===== config.mk =====
export PLATFORM = sky130hd
export DESIGN_NAME = ether_rx_framer_flat
export DESIGN_NICKNAME = d
export VERILOG_FILES = /design/src/rtl/ether_rx_framer_if.sv /design/src/rtl/ether_rx_framer.sv /design/src/flat_wrapper.sv
export SDC_FILE = /design/constraint.sdc
export NUM_CORES = 1
export LEC_CHECK = 0
export BUFFER_PORTS_ARGS = -buffer_cell sky130_fd_sc_hd__buf_4
export CAP_MARGIN = 20
export CORE_ASPECT_RATIO = 0.5
export CORE_MARGIN = 2
export CORE_UTILIZATION = 31
export DETAILED_ROUTE_END_ITERATION = 8
export PLACE_DENSITY_LB_ADDON = 0.05
export SLEW_MARGIN = 20
export SYNTH_ARGS = -nofsm -noshare
export SYNTH_HDL_FRONTEND = slang
export SYNTH_SLANG_ARGS = --single-unit

===== constraint.sdc =====
create_clock -name clk -period 2.3 [get_ports clk]
set_input_delay 0.115 -clock clk [delete_from_list [all_inputs] [get_ports clk]]
set_output_delay 0.115 -clock clk [all_outputs]
set_load 0.005 [all_outputs]

===== src/rtl/ether_rx_framer_if.sv =====
// ether_rx_framer_if: PHY receive symbols in, framed payload stream and frame status out
interface ether_rx_framer_if #(
  parameter int DW = 2,
  parameter int LEN_W = 11
);
  logic [DW-1:0] rxd;
  logic crsdv;
  logic axiov;
  logic [DW-1:0] axiod;
  logic sof;
  logic eof;
  logic byte_valid;
  logic [7:0] byte_data;
  logic [LEN_W-1:0] frame_len;
  logic pre_err;
  logic odd_err;
  modport master (
    output rxd, crsdv,
    input axiov, axiod, sof, eof, byte_valid, byte_data, frame_len, pre_err, odd_err
  );
  modport slave (
    input rxd, crsdv,
    output axiov, axiod, sof, eof, byte_valid, byte_data, frame_len, pre_err, odd_err
  );
endinterface


===== src/rtl/ether_rx_framer.sv =====
// ether_rx_framer: RMII/MII receive framer checking preamble/SFD, streaming payload and assembling bytes
module ether_rx_framer #(
  parameter int DW = 2,
  parameter int PRE_MIN = 28,
  parameter int PRE_MAX = 31,
  parameter int LEN_W = 11
) (
  input logic clk,
  input logic rst,
  ether_rx_framer_if.slave bus
);
  localparam int SPB = 8 / DW;
  localparam int KW = $clog2(SPB);
  localparam int PW = $clog2(PRE_MAX + 1);
  localparam logic [DW-1:0] PRE_SYM = DW'((DW == 4) ? 5 : 1);
  localparam logic [DW-1:0] SFD_SYM = DW'((DW == 4) ? 13 : 3);
  localparam logic [PW-1:0] PMIN = PW'(PRE_MIN);
  localparam logic [PW-1:0] PMAX = PW'(PRE_MAX);
  localparam logic [KW-1:0] KLAST = KW'(SPB - 1);
  typedef enum logic [1:0] {IDLE, PREAMBLE, PAYLOAD, DRAIN} state_t;
  state_t r_state;
  logic [PW-1:0] r_pcnt;
  logic [KW-1:0] r_k;
  logic [7:0] r_asm, w_asm;
  logic [LEN_W-1:0] r_bcnt;
  logic r_first;
  logic r_axiov, r_sof, r_eof, r_byte_valid, r_pre_err, r_odd_err;
  logic [DW-1:0] r_axiod;
  logic [7:0] r_byte_data;
  logic [LEN_W-1:0] r_frame_len;
  always_comb begin
    w_asm = r_asm;
    w_asm[r_k*DW +: DW] = bus.rxd;
  end
  always_ff @(posedge clk) begin
    if (rst) begin
      r_state <= DRAIN;
      r_pcnt <= '0;
      r_k <= '0;
      r_asm <= '0;
      r_bcnt <= '0;
      r_first <= 1'b0;
      r_axiov <= 1'b0;
      r_axiod <= '0;
      r_sof <= 1'b0;
      r_eof <= 1'b0;
      r_byte_valid <= 1'b0;
      r_byte_data <= '0;
      r_frame_len <= '0;
      r_pre_err <= 1'b0;
      r_odd_err <= 1'b0;
    end else begin
      r_axiov <= 1'b0;
      r_axiod <= '0;
      r_sof <= 1'b0;
      r_eof <= 1'b0;
      r_byte_valid <= 1'b0;
      r_pre_err <= 1'b0;
      r_odd_err <= 1'b0;
      case (r_state)
        IDLE: if (bus.crsdv && bus.rxd == PRE_SYM) begin
          r_state <= PREAMBLE;
          r_pcnt <= PW'(1);
        end
        PREAMBLE: if (!bus.crsdv) begin
          r_pre_err <= 1'b1;
          r_state <= IDLE;
        end else if (bus.rxd == PRE_SYM) begin
          if (r_pcnt == PMAX) begin
            r_pre_err <= 1'b1;
            r_state <= DRAIN;
          end else r_pcnt <= r_pcnt + 1'b1;
        end else if (bus.rxd == SFD_SYM && r_pcnt >= PMIN) begin
          r_state <= PAYLOAD;
          r_asm <= '0;
          r_bcnt <= '0;
          r_k <= '0;
          r_first <= 1'b1;
        end else begin
          r_pre_err <= 1'b1;
          r_state <= DRAIN;
        end
        PAYLOAD: if (bus.crsdv) begin
          r_axiov <= 1'b1;
          r_axiod <= bus.rxd;
          r_sof <= r_first;
          r_first <= 1'b0;
          if (r_k == KLAST) begin
            r_byte_valid <= 1'b1;
            r_byte_data <= w_asm;
            r_asm <= '0;
            r_k <= '0;
            r_bcnt <= &r_bcnt ? r_bcnt : r_bcnt + 1'b1;
          end else begin
            r_asm <= w_asm;
            r_k <= r_k + 1'b1;
          end
        end else begin
          r_eof <= 1'b1;
          r_frame_len <= r_bcnt;
          r_odd_err <= r_k != '0;
          r_k <= '0;
          r_state <= IDLE;
        end
        default: if (!bus.crsdv) r_state <= IDLE;
      endcase
    end
  end
  assign bus.axiov = r_axiov;
  assign bus.axiod = r_axiod;
  assign bus.sof = r_sof;
  assign bus.eof = r_eof;
  assign bus.byte_valid = r_byte_valid;
  assign bus.byte_data = r_byte_data;
  assign bus.frame_len = r_frame_len;
  assign bus.pre_err = r_pre_err;
  assign bus.odd_err = r_odd_err;
endmodule


===== src/flat_wrapper.sv =====
// flat-port wrapper written by rule: the top's interface ports become plain ports
module ether_rx_framer_flat 
#(
  parameter int DW = 2,
  parameter int PRE_MIN = 28,
  parameter int PRE_MAX = 31,
  parameter int LEN_W = 11
)
  (clk, rst, bus_rxd, bus_crsdv, bus_axiov, bus_axiod, bus_sof, bus_eof, bus_byte_valid, bus_byte_data, bus_frame_len, bus_pre_err, bus_odd_err);
  ether_rx_framer_if #(.DW(DW), .LEN_W(LEN_W)) bus_i ();
  input logic clk;
  input logic rst;
  input wire logic [$bits(bus_i.rxd)-1:0] bus_rxd;
  input wire logic [$bits(bus_i.crsdv)-1:0] bus_crsdv;
  output wire logic [$bits(bus_i.axiov)-1:0] bus_axiov;
  output wire logic [$bits(bus_i.axiod)-1:0] bus_axiod;
  output wire logic [$bits(bus_i.sof)-1:0] bus_sof;
  output wire logic [$bits(bus_i.eof)-1:0] bus_eof;
  output wire logic [$bits(bus_i.byte_valid)-1:0] bus_byte_valid;
  output wire logic [$bits(bus_i.byte_data)-1:0] bus_byte_data;
  output wire logic [$bits(bus_i.frame_len)-1:0] bus_frame_len;
  output wire logic [$bits(bus_i.pre_err)-1:0] bus_pre_err;
  output wire logic [$bits(bus_i.odd_err)-1:0] bus_odd_err;
  assign bus_i.rxd = bus_rxd;
  assign bus_i.crsdv = bus_crsdv;
  assign bus_axiov = bus_i.axiov;
  assign bus_axiod = bus_i.axiod;
  assign bus_sof = bus_i.sof;
  assign bus_eof = bus_i.eof;
  assign bus_byte_valid = bus_i.byte_valid;
  assign bus_byte_data = bus_i.byte_data;
  assign bus_frame_len = bus_i.frame_len;
  assign bus_pre_err = bus_i.pre_err;
  assign bus_odd_err = bus_i.odd_err;
  ether_rx_framer #(.DW(DW), .PRE_MIN(PRE_MIN), .PRE_MAX(PRE_MAX), .LEN_W(LEN_W)) u_core (.clk(clk), .rst(rst), .bus(bus_i));
endmodule

---- Yosys cells after proc, flatten, opt, wreduce, memory -nomap -nowiden ----
Index checks and enable logic that the tools add are counted.
operators by class
  shift-type cells ........................ 2
  order comparisons ....................... 1
  multiplexer cells ....................... 44
  bitwise gates (word level) .............. 3
  $add $sub $neg .......................... 4
  reductions and logical operators ........ 18
  equal/unequal tests ..................... 17
operator list
  cell                                                                    count
  11-bit two-way mux                                                      6
  8-bit two-way mux                                                       5
  3-bit negator with 34-bit output                                        1
  2-bit by 34-bit variable shift with 8-bit output, first input constant  1
  2-bit by 34-bit indexed part select with 8-bit output                   1
  11-bit one-hot mux with 2 select lines                                  1
  2-bit two-way mux                                                       10
  5-bit two-way mux                                                       4
  8-bit one-hot mux with 2 select lines                                   1
  1-bit two-way mux                                                       12
  11-bit by 1-bit adder with 11-bit output, second input constant         1
  11-bit AND reduction                                                    1
  2-bit != test, second input constant                                    5
  5-bit one-hot mux with 2 select lines                                   1
  5-bit AND reduction                                                     2
  8-bit bitwise mux                                                       1
  2-bit by 1-bit != test with 1-bit output, second input constant         4
  2-bit one-hot mux with 2 select lines                                   2
  7-bit AND reduction                                                     1
  2-bit equality test, second input constant                              3
  3-bit AND reduction                                                     2
  2-bit nonzero test                                                      3
  3-bit OR reduction                                                      2
  5-bit by 1-bit adder with 5-bit output, second input constant           1
  other kinds (13)                                                        18
storage, ports and cells
  input port bits ......................... 5
  register bits ........................... 56
  output and inout bits ................... 27
  logic and storage cells ................. 104

---- Depth between registers and ports, before layout ----
  depth in word-level cells ............... 6
  gate-level depth with buffers ........... 7
  depth with buffers taken out ............ 7

---- Worst setup path after synthesis ----
No wires, ideal clock.
  path type ............................... reg2reg
  start ................................... register u_core.r_k[0]
  end ..................................... register u_core.r_bcnt[3]
  data required time ...................... 2,230 ps
  arrival ................................. 1,707 ps
  path buffers ............................ 1
  cell stages (with the launch flop) ...... 7
  path slack .............................. 523 ps
  library setup time ...................... 70 ps
  period minus slack after synthesis ...... 1,777 ps
  path through ............................ dfxtp_1 > ha_1 > and4b_1 > a31oi_4 > buf_6 > or4_1 > a21oi_1
between the ends
  longest elaborated chain between the ends .. 3
ends and longest elaborated chain
  item                                                line                   RTL
  start, declared                                     ether_rx_framer.sv:23  logic [KW-1:0] r_k;
  start signal, assigned                              ether_rx_framer.sv:96  r_k <= r_k + 1'b1;
  2-bit equality test                                 ether_rx_framer.sv:88  if (r_k == KLAST) begin
  2-bit by 1-bit != test with 1-bit output (no line)  n/a
  7-bit AND reduction (no line)                       n/a
  end signal, assigned                                ether_rx_framer.sv:93  r_bcnt <= &r_bcnt ? r_bcnt : r_bcnt + 1'b1;
  end, declared                                       ether_rx_framer.sv:25  logic [LEN_W-1:0] r_bcnt;
No other way between the ends.
A chain may end at the register's enable or synchronous reset.

---- Worst setup path after layout ----
  start ................................... register u_core.r_state[0]
  end ..................................... register u_core.r_bcnt[8]
between the ends
  longest elaborated chain between the ends .. 3
  elaborated cells on any way between the ends .. 11
  those cells by class .................... 8 x eq/ne; 1 x mux; 2 x reduce/logical
ends and longest elaborated chain
  item                                                                                          line                   RTL
  start, declared                                                                               ether_rx_framer.sv:21  state_t r_state;
  start signal, assigned                                                                        ether_rx_framer.sv:37  r_state <= DRAIN;
  start signal, assigned                                                                        ether_rx_framer.sv:62  r_state <= PREAMBLE;
  start signal, assigned                                                                        ether_rx_framer.sv:67  r_state <= IDLE;
  2-bit equality test / 2-bit by 1-bit equality test with 1-bit output (equally long branches)  ether_rx_framer.sv:60  case (r_state)
  2-bit by 1-bit != test with 1-bit output (no line), or another cell as far along              n/a
  7-bit AND reduction (no line)                                                                 n/a
Parallel ways exist; a longest one is shown, timed or not.

==> reports/results.ini <==
[power]
p_int_mw = 1.46
power_density_nw_per_um2 = 625
power_frac_seq_pct = 52.2
p_clk_share_pct = 41.8
p_leak_nw = 1.10
p_sw_mw = 0.445
combPwrFrac_pct = 6.1
vdd_drop_max_mv = 0.279
p_total_mw = 1.90
swShare_pct = 23.4

[setup_path]
crit_type = register to register
worst-r2r-setup-slack_ps = 340
crit_arrival_ps = 2190
path_max_fanout = 21
crit_start = u_core.r_state[0]
crit_path_end = u_core.r_bcnt[8]
r2r-end = u_core.r_bcnt[8]
startpoint_type = register
rr_worst_depth = 4
worstPathRequired_ps = 2530
r2r_start = u_core.r_state[0]
end_kind = register

[yosys]
synth_cell_types = 44
avgSynthCellArea_sq_um = 8.51
ys_seq_area_share_pct = 43.8
synthFlopType = dfxtp_1
synth_area_sq_um = 2560
synth_edf_count = 0
yosysWarnings = 0
async_flop_share_pct = 0
synthCells = 301
ys_seq_elements = 56
syn-num-nets = 316

[routing]
drt-initial-drc-count = 98
drc_errors = 0
dr.pass1.iters = 6
wl_per_cell_um = 14.2
via_per_inst = 5.03
ant_nets = 0
wirelength_um = 6260
vias = 2215

[timing]
post-route-period-util_pct = 85.2
finalSetupViolCount = 0
max_freq_mhz = 510
rsz0062_at_grt = no
worst_clock_skew_ps = 5.97
finalCriticalPeriod_ps = 1960
drv_slew = 0
hold_viol_final = 0
worst_slew_pin_slew_ps = 602
fin_setup_tns_ps = 0
maxSlewHeadroom_pct = 59.7

[floorplan]
die_x_um = 133
fp.coreArea_sq_um = 8000
die_area_sq_um = 9050
ios = 32
num_rows = 23
die_h_um = 68.3
start_util_pct = 32.0

[cts]
post_cts_buffers = 0
ctsHoldBuffers = 0
cts_root_buf = clkbuf_16
worst_setup_hold_path_clk_slew_ps = 70
htreeDepth = 2
clock_sinks = 56
cts_tree = done
cts_resized = 0
cts_made_buffers = 5
clk_latency_ps = 300
cts_max_path_buffers = 2

[grt]
antenna_found_initial = 0
globalRouteOverflowTotal = 0
grt_pass1_vias = 2104
grt_pass1_wl_um = 10600
grt_use_total_pct = 15.1
grt_max_degree = 46

[finish]
fin_area_sq_um = 3040
final_core_utilization_pct = 38.0
drive_gt1_share_pct = 15.2
diodes = 0
area_delta_synth_final_pct = 18.8
nets = 342

[place]
gp_congestion = 0.773
numPortBuffers = 31
place_hpwl_um = 4280
placed_area_sq_um = 2900

[job]
maxCapViolations = 0

[outcome]
status = finished clean

[hold_path]
hold_class = input port to register

-- registers in the layout, summed over array words and instances, names as in the netlist, 2 cells and up --
register              flops
u_core.bus.axiod          2
u_core.bus.byte_data      8
u_core.bus.frame_len     11
u_core.r_asm              8
u_core.r_bcnt            11
u_core.r_k                2
u_core.r_pcnt             5
u_core.r_state            2
-- Yosys cell counts (2+ instances only) --
cell type	count	area share, %
a2111oi_0	2	0.68
a211oi_1	3	0.88
a21o_1	2	0.59
a21oi_1	38	7.4
a22oi_1	6	1.8
a31o_2	4	1.4
a31oi_1	3	0.73
and2_1	7	1.7
and3_1	2	0.49
and3b_1	2	0.68
and4_1	2	0.68
buf_6	2	0.88
clkbuf_1	14	2.1
dfxtp_1	56	44
ha_1	10	4.9
inv_1	10	1.5
nand2_1	36	5.3
nand2b_1	6	1.5
nand3_1	7	1.4
nand3b_1	3	0.88
nand4_1	5	1.2
nor2_1	14	2.1
nor2b_1	10	2.4
nor3_1	4	0.78
o21ai_0	19	3.7
o22ai_1	2	0.49
o31ai_1	7	2.1
or4_1	9	2.6
-- cells by family (layout without fill, tap and decap cells) --
group / after synthesis / after routing / synth area share [%]
buf+inv: 28 / 55 / 4.74
compound gates: 92 / 92 / 22.2
fa+ha+maj: 10 / 10 / 4.89
simple gates: 115 / 115 / 24.4
flops: 56 / 56 / 43.8
-- worst max-delay path: stages (launching register included) --
cell	delay [ps]
dfxtp_1	590
and3b_1	310
a31oi_4	240
or4_1	590
a21oi_1	150
-- power groups by stage --
| stage | Clock [mW] | Combinational, mW | Sequential, mW |
|---|---|---|---|
| after floorplan | 0 | 0.0836 | 1.01 |
| after global placement | 0 | 0.118 | 1.01 |
| after detailed placement | 0 | 0.117 | 1.01 |
| after CTS | 0.819 | 0.117 | 0.991 |
| after global routing | 0.868 | 0.130 | 0.994 |
| final | 0.794 | 0.116 | 0.991 |
-- layer usage --
metal	track usage, %	wire (um)	vias to the layer above
met3	4.00	243	9
met5	0	0	-
met2	24.7	2610	32
met4	5.65	88	0
li1	-	-	1133
met1	19.5	3320	1041
-- worst min-delay path by stage --
| stage | slack, ps | cells past startpoint | end | start |
|---|---|---|---|---|
| floorplan | 240 | 1 | u_core.bus.axiod[0] | bus_rxd[0] |
| global placement | 400 | 2 | u_core.bus.axiod[0] | bus_rxd[0] |
| detailed placement | 410 | 2 | u_core.bus.axiod[1] | bus_rxd[1] |
| CTS | 100 | 2 | u_core.bus.axiod[1] | bus_rxd[1] |
| global route | 100 | 2 | u_core.bus.axiod[1] | bus_rxd[1] |
| finish | 100 | 2 | u_core.bus.axiod[1] | bus_rxd[1] |
-- cell usage in the layout, fill, tap and decap left out, types with 2 or more instances in the layout --
cell type  count
dfxtp_1       56
a21oi_1       38
buf_4         37
nand2_1       36
o21ai_0       19
nor2_1        14
inv_1         10
nor2b_1       10
ha_1          10
or4_1          9
o31ai_1        7
and2_1         7
nand3_1        7
nand2b_1       6
a22oi_1        6
nand4_1        5
clkbuf_16      5
nor3_1         4
a31o_2         4
a211oi_1       3
a31oi_1        3
nand3b_1       3
a2111oi_0      2
a21o_1         2
and3_1         2
o22ai_1        2
and3b_1        2
and4_1         2
clkbuf_1       2
-- final cells by class --
type / count / area (sq um)
tap: 112 / 140
multi-input combinational: 217 / 1320
clock buffer: 8 / 146
fill: 847 / 4960
timing repair buffer: 37 / 278
inverter: 10 / 37.5
sequential: 56 / 1120
-- through the flow --
step,std cells,hold WS (ps),setup WS [ps]
2_1_floorplan,301,237,523
3_3_place_gp,432,403,447
3_5_place_dp,432,410,371
4_1_cts,440,96.0,346
5_1_grt,440,102,183
6_report,440,101,340
Note: power is estimated with default switching activity, not from simulation.
